--- src/rtl/fetch_pkg.sv ---
// Shared definitions for the instruction-fetch stage: FSM states, default widths,
// CPU reset address and instruction word size.
package fetch_pkg;

    typedef enum logic [1:0] {
        ST_IDLE  = 2'd0,
        ST_REQ   = 2'd1,
        ST_WAIT  = 2'd2,
        ST_DRAIN = 2'd3
    } fetch_state_e;

    localparam int unsigned ADDR_W_DEF = 32;
    localparam int unsigned DATA_W_DEF = 32;
    localparam logic [31:0] RESET_ADDR = 32'h0000_0000;
    localparam int unsigned WORD_BYTES = 4;

endpackage

--- src/rtl/inst_fetch_fifo.sv ---
// fetch_fifo: DEPTH-entry synchronous FIFO of {pc, instruction} pairs with clear,
// occupancy count and registered head; storage is zeroed on reset.
module fetch_fifo #(
    parameter int unsigned DEPTH = 2,
    parameter int unsigned WIDTH = 64
) (
    input  logic                  clk_i,
    input  logic                  rst_i,
    input  logic                  push_i,
    input  logic                  pop_i,
    input  logic                  clear_i,
    input  logic [WIDTH-1:0]      data_i,
    output logic [WIDTH-1:0]      head_o,
    output logic [$clog2(DEPTH):0] count_o,
    output logic                  valid_o
);
    localparam int unsigned PTR_W = $clog2(DEPTH);
    localparam int unsigned CNT_W = PTR_W + 1;

    logic [WIDTH-1:0] mem_q [DEPTH];
    logic [WIDTH-1:0] mem_d [DEPTH];
    logic [PTR_W-1:0] wr_ptr_q, wr_ptr_d;
    logic [PTR_W-1:0] rd_ptr_q, rd_ptr_d;
    logic [CNT_W-1:0] count_q, count_d;

    always_comb begin
        mem_d    = mem_q;
        wr_ptr_d = wr_ptr_q;
        rd_ptr_d = rd_ptr_q;
        count_d  = count_q;
        if (clear_i) begin
            wr_ptr_d = '0;
            rd_ptr_d = '0;
            count_d  = '0;
        end else begin
            if (push_i) begin
                mem_d[wr_ptr_q] = data_i;
                wr_ptr_d        = wr_ptr_q + PTR_W'(1);
            end
            if (pop_i) begin
                rd_ptr_d = rd_ptr_q + PTR_W'(1);
            end
            count_d = count_q + CNT_W'(push_i) - CNT_W'(pop_i);
        end
    end

    always_ff @(posedge clk_i) begin
        if (!rst_i) begin
            mem_q    <= '{default: '0};
            wr_ptr_q <= '0;
            rd_ptr_q <= '0;
            count_q  <= '0;
        end else begin
            mem_q    <= mem_d;
            wr_ptr_q <= wr_ptr_d;
            rd_ptr_q <= rd_ptr_d;
            count_q  <= count_d;
        end
    end

    assign head_o  = mem_q[rd_ptr_q];
    assign count_o = count_q;
    assign valid_o = (count_q != '0);

endmodule

--- src/rtl/inst_fetch.sv ---
// inst_fetch: single-outstanding instruction fetch into a decode FIFO, with flush.
// Optional macro INST_FETCH_BYPASS_EN forwards a response to decode when the FIFO is empty.
module inst_fetch
    import fetch_pkg::*;
#(
    parameter int unsigned DEPTH  = 2,
    parameter int unsigned ADDR_W = ADDR_W_DEF,
    parameter int unsigned DATA_W = DATA_W_DEF
) (
    input  logic              clk_i,
    input  logic              rst_i,
    input  logic [ADDR_W-1:0] pc_i,
    input  logic              ce_i,
    output logic              stall_o,
    input  logic              flush_i,
    output logic              imem_req_o,
    output logic [ADDR_W-1:0] imem_addr_o,
    input  logic              imem_gnt_i,
    input  logic              imem_rvalid_i,
    input  logic [DATA_W-1:0] imem_rdata_i,
    output logic              dec_valid_o,
    output logic [ADDR_W-1:0] dec_pc_o,
    output logic [DATA_W-1:0] dec_inst_o,
    input  logic              dec_ready_i
);
    localparam int unsigned      CNT_W    = $clog2(DEPTH) + 1;
    localparam logic [CNT_W-1:0] FULL_CNT = CNT_W'(DEPTH);

    fetch_state_e              state_q, state_d;
    logic                      req_q, req_d;
    logic [ADDR_W-1:0]         pc_q, pc_d;
    logic                      resp, push, pop, bypass, fifo_valid;
    logic [CNT_W-1:0]          fifo_count, count_after;
    logic [ADDR_W+DATA_W-1:0]  head;

    assign resp        = (state_q == ST_WAIT) & imem_rvalid_i;
    assign push        = resp & ~flush_i & ~bypass;
    assign pop         = fifo_valid & dec_ready_i;
    assign count_after = fifo_count + CNT_W'(push) - CNT_W'(pop);

    assign imem_req_o  = req_q;
    assign imem_addr_o = pc_i;
    assign stall_o     = ce_i & ~(req_q & imem_gnt_i);

    always_comb begin
        state_d = state_q;
        req_d   = req_q;
        pc_d    = pc_q;
        case (state_q)
            ST_IDLE: begin
                if (ce_i && !flush_i && (fifo_count < FULL_CNT)) begin
                    state_d = ST_REQ;
                    req_d   = 1'b1;
                end
            end
            ST_REQ: begin
                if (imem_gnt_i) begin
                    pc_d    = pc_i;
                    req_d   = 1'b0;
                    state_d = flush_i ? ST_DRAIN : ST_WAIT;
                end else if (flush_i) begin
                    req_d   = 1'b0;
                    state_d = ST_IDLE;
                end
            end
            ST_WAIT: begin
                // Re-issue only if the entry just written (net of a same-cycle pop) leaves room.
                if (imem_rvalid_i) begin
                    if (!flush_i && ce_i && (count_after < FULL_CNT)) begin
                        state_d = ST_REQ;
                        req_d   = 1'b1;
                    end else begin
                        state_d = ST_IDLE;
                    end
                end else if (flush_i) begin
                    state_d = ST_DRAIN;
                end
            end
            ST_DRAIN: begin
                if (imem_rvalid_i) begin
                    state_d = ST_IDLE;
                end
            end
            default: begin
                state_d = ST_IDLE;
                req_d   = 1'b0;
            end
        endcase
    end

    always_ff @(posedge clk_i) begin
        if (!rst_i) begin
            state_q <= ST_IDLE;
            req_q   <= 1'b0;
            pc_q    <= ADDR_W'(RESET_ADDR);
        end else begin
            state_q <= state_d;
            req_q   <= req_d;
            pc_q    <= pc_d;
        end
    end

    fetch_fifo #(
        .DEPTH (DEPTH),
        .WIDTH (ADDR_W + DATA_W)
    ) u_fifo (
        .clk_i   (clk_i),
        .rst_i   (rst_i),
        .push_i  (push),
        .pop_i   (pop),
        .clear_i (flush_i),
        .data_i  ({pc_q, imem_rdata_i}),
        .head_o  (head),
        .count_o (fifo_count),
        .valid_o (fifo_valid)
    );

`ifdef INST_FETCH_BYPASS_EN
    assign bypass      = resp & dec_ready_i & ~flush_i & ~fifo_valid;
    assign dec_valid_o = fifo_valid | bypass;
    assign dec_pc_o    = bypass ? pc_q : head[ADDR_W+DATA_W-1:DATA_W];
    assign dec_inst_o  = bypass ? imem_rdata_i : head[DATA_W-1:0];
`else
    assign bypass      = 1'b0;
    assign dec_valid_o = fifo_valid;
    assign dec_pc_o    = head[ADDR_W+DATA_W-1:DATA_W];
    assign dec_inst_o  = head[DATA_W-1:0];
`endif

endmodule

--- config.mk ---
export PLATFORM = sky130hd
export DESIGN_NAME = inst_fetch
export DESIGN_NICKNAME = d
export VERILOG_FILES = /design/src/rtl/fetch_pkg.sv /design/src/rtl/inst_fetch_fifo.sv /design/src/rtl/inst_fetch.sv
export SDC_FILE = /design/constraint.sdc
export NUM_CORES = 1
export LEC_CHECK = 0
export ABC_CLOCK_PERIOD_IN_PS = 1800
export BUFFER_PORTS_ARGS = -buffer_cell sky130_fd_sc_hd__clkbuf_2
export CORE_MARGIN = 2
export CORE_UTILIZATION = 50
export DETAILED_ROUTE_END_ITERATION = 8
export GPL_ROUTABILITY_DRIVEN = 0
export PLACE_DENSITY = 0.86
export SYNTH_ARGS = -nofsm -noshare
export SYNTH_HDL_FRONTEND = slang
export SYNTH_SLANG_ARGS = --single-unit
--- constraint.sdc ---
create_clock -name clk_i -period 1.8 [get_ports clk_i]
set_input_delay 0 -clock clk_i [delete_from_list [all_inputs] [get_ports clk_i]]
set_output_delay 0 -clock clk_i [all_outputs]
set_load 0.01 [all_outputs]
==> summary.md <==
| Metric | Value |
|---|---|
| Status | `complete, no violations` |
| Fmax achieved | `579.2 MHz` |
| Gr usage total | `24.78%` |
| GRT overflow | `0` |
| # DRC | `0` |
| Max incr delay on CP | `0.34 ns` |
| Hold path cells | `3` |
| Clk sinks | `around 170` |
| Number of max-cap violations | `0` |
| Setup Fix Bufs, Post-CTS | `0` |
| Clock-pin slew on the worst setup and hold paths | `0.06 ns` |
| Worst skew pair latency | `0.42 ns` |
| CTS tree | `done` |
| Slew Viols, Final | `0` |
| Commonest non-fill, non-tap cell in the layout | `clkbuf_2` |
| Setup tns final | `0 ns` |
| Tmin final | `1.726 ns` |
| Global-route wire length before repair | `roughly 32000 µm` |
| Initial antenna violation count | `0` |
| Finished layout cell area | `slightly above 0.009 mm²` |
| I/O Buffers | `169` |
| Cells after Synth | `about 870` |
| Drt first pass iters | `5` |
| Core Rows | `44` |
| Clk_skew | `around 0.0091 ns` |
| Synth Cell Area | `approximately 0.0073 mm²` |
| Detailed Route WL | `between 15000 and 20000 µm` |
| Fill count | `between 1000 and 1500` |
| CP arrival | `a little over 2 ns` |
| CP max stage cell | `dfxtp_2` |
| Initial Util | `around half` |
| #FFs+latches synth | `approximately 170` |
| Worst slew margin | `62.13%` |
| Pin count of the biggest net entering global routing | `85` |
| Ys Warns | `0` |
| Width of the die | `approximately 130 µm` |
| CTS Buf Count | `17` |
| Hold Path Class | `in2reg` |
| Core Region | `roughly 0.014 mm²` |
| Leak | `3.538 nW` |
| N_diodes | `0` |
| Hold Violations, Final | `0` |
| Req. time, crit path | `~2.1 ns` |
| Vias post-DR | `roughly 7000` |
| CP Class | `reg2reg` |
| Routed wire length per instance | `around 16 µm` |
| CTS root buf | `clkbuf_16` |
| Initial DRC count | `727` |
| Die Area | `about 0.016 mm²` |
| Startpoint Class | `register` |
| Crit. End Element | `register` |
| DP Area | `roughly 0.0080 mm²` |
| Post-route antenna net violation count | `0` |
| Post-synthesis net count | `approximately 940` |
| Syn avg cell area | `8.439 µm²` |
| Share of cells above drive strength 1 | `between 20% and 30%` |
| Final period utilization | `95.91%` |
| Finish-stage setup viols | `0` |
| H-tree depth | `4` |
| IO Count | `170` |
| Worst-path maximum fanout | `4` |
| Die Ht | `~130 µm` |
| Final nets | `~1100` |
| Sequential fraction of the synthesis area | `a little under half` |
| Vias in the first global route | `6550` |
| Most frequent cells in the layout | `clkbuf_2 (169), dfxtp_1 (164), a21oi_1 (161), nand3_1 (128), o21ai_0 (96)` |
| Worst-margin pin slew | `approximately 0.57 ns` |
| Power Dens Cells | `842.2 mW/mm²` |
| Worst path cell trace | `o21a_4 > ha_4 > inv_1 > ha_2 > xnor3_1 > nand4_1 > a211oi_2` |
| Area growth syn-to-layout | `26.51%` |
| VDD IR max | `0.6032 mV` |
| Via density | `~5.8` |
| Clock Tree Buf Depth | `2` |
| Final HPWL DP | `roughly 11000 µm` |
| R2R cell count | `7` |
| Unique cell type count in the Yosys netlist | `31` |
-- flip-flops by register name, summed over array words and instances (netlist names) --
signal and flops:
imem_req_o 1, pc_q 32, state_q 2, u_fifo.count_o 2, u_fifo.mem_q 128, u_fifo.rd_ptr_q 1, u_fifo.wr_ptr_q 1
-- timing repair --
action	CTS	global route
setup endpoints to repair	0	2
gates resized for setup	0	6
hold buffers	68	0
endpoints found under the hold margin	103	0
-- worst max-delay path, delay by kind of cell (launching register included) --
| kind | cells | cell delay [ns] |
|---|---|---|
| buf+inv | 1 | 0.04 |
| flops | 1 | 0.34 |
| xor+xnor | 1 | 0.22 |
| compound gates | 2 | 0.48 |
| simple gates | 1 | 0.15 |
| fa+ha+maj | 2 | 0.42 |
-- routing by layer --
metal | GRT usage [%] | part of all wire (%) | routed length [µm] | up-vias
li1 | - | - | - | 3337
met1 | 30.70 | 40 | 7908 | 3290
met2 | 40.95 | 50 | 9992 | 333
met3 | 5.263 | 6.0 | 1192 | 70
met4 | 12.42 | 4.1 | 820 | 0
met5 | 0 | 0 | 0 | -
-- final timing paths --
check	from	to	slack (ns)
max reg2reg	u_fifo.count_o[1]	state_q[0]	0.07
min reg2reg	pc_q[19]	pc_q[19]	0.47
max	u_fifo.count_o[1]	state_q[0]	0.07
min	flush_i	u_fifo.count_o[0]	0.06
-- cells by family after synthesis --
family	count (synthesis)	share of synthesized area, %
flip-flops	167	45.59
AO/OA/AOI/OAI	296	20.44
buffers and inverters	127	9.486
multiplexers	64	9.828
AND/OR/NAND/NOR	209	13.65
XOR/XNOR	4	0.6655
adder cells (fa/ha/maj)	2	0.3412
-- Yosys cell counts --
cell | count | share of area, %
dfxtp_1 | 167 | 46
mux2_2 | 64 | 9.8
a21oi_1 | 161 | 11
inv_1 | 4 | 0.20
buf_1 | 1 | 0.051
o21ai_0 | 96 | 6.6
o21a_1 | 2 | 0.20
inv_2 | 3 | 0.15
nand3_1 | 128 | 8.7
xnor2_1 | 3 | 0.36
a211oi_1 | 2 | 0.20
nand4_1 | 1 | 0.085
nand2_1 | 64 | 3.3
clkbuf_1 | 41 | 2.1
o21ai_1 | 32 | 2.2
o221ai_1 | 1 | 0.12
or2_2 | 2 | 0.17
nor4b_1 | 1 | 0.12
nor2_1 | 6 | 0.31
xnor3_1 | 1 | 0.31
buf_2 | 23 | 1.6
nand3b_1 | 2 | 0.20
a21boi_0 | 1 | 0.10
and3b_1 | 1 | 0.12
clkbuf_2 | 8 | 0.55
ha_1 | 2 | 0.34
a31oi_1 | 1 | 0.085
buf_6 | 1 | 0.15
nand2b_1 | 3 | 0.26
nand4bb_4 | 1 | 0.38
buf_4 | 46 | 4.7
-- cell type report --
class                   count  area (µm²)  share of cell area (%)
repair buffers            255        1778                   19.16
clock buffers              22       464.2                   5.003
multi-input cells         575        3322                   35.81
flip-flops and latches    167        3352                   36.13
well taps                 184       230.2                   2.481
inverters                   7       32.53                  0.3506
clock inverters             8       98.84                   1.065
-- stage by stage --
step / util (%) / instances / worst slack (ns) / total power, mW / hold WS (ns)
floorplan: - / 869 / 0.2494 / 4.077 / 0.09177
global placement: 55.47 / 1120 / 0.1917 / 4.231 / 0.2024
detailed placement: 55.47 / 1120 / 0.02488 / 4.237 / 0.2036
CTS: 64.10 / 1218 / 0.01219 / 7.846 / 0.02672
global route: 64.32 / 1218 / -0.01571 / 8.087 / 0.07074
finish: 64.32 / 1218 / 0.07355 / 7.813 / 0.05982
-- report_power, final --
group / switching [mW] / internal, mW
sequential: 0.0271 / 3.73
combinational: 0.282 / 0.255
clock: 1.42 / 2.10
total: 1.73 / 6.08
Note: power is estimated with default switching activity, not from simulation.
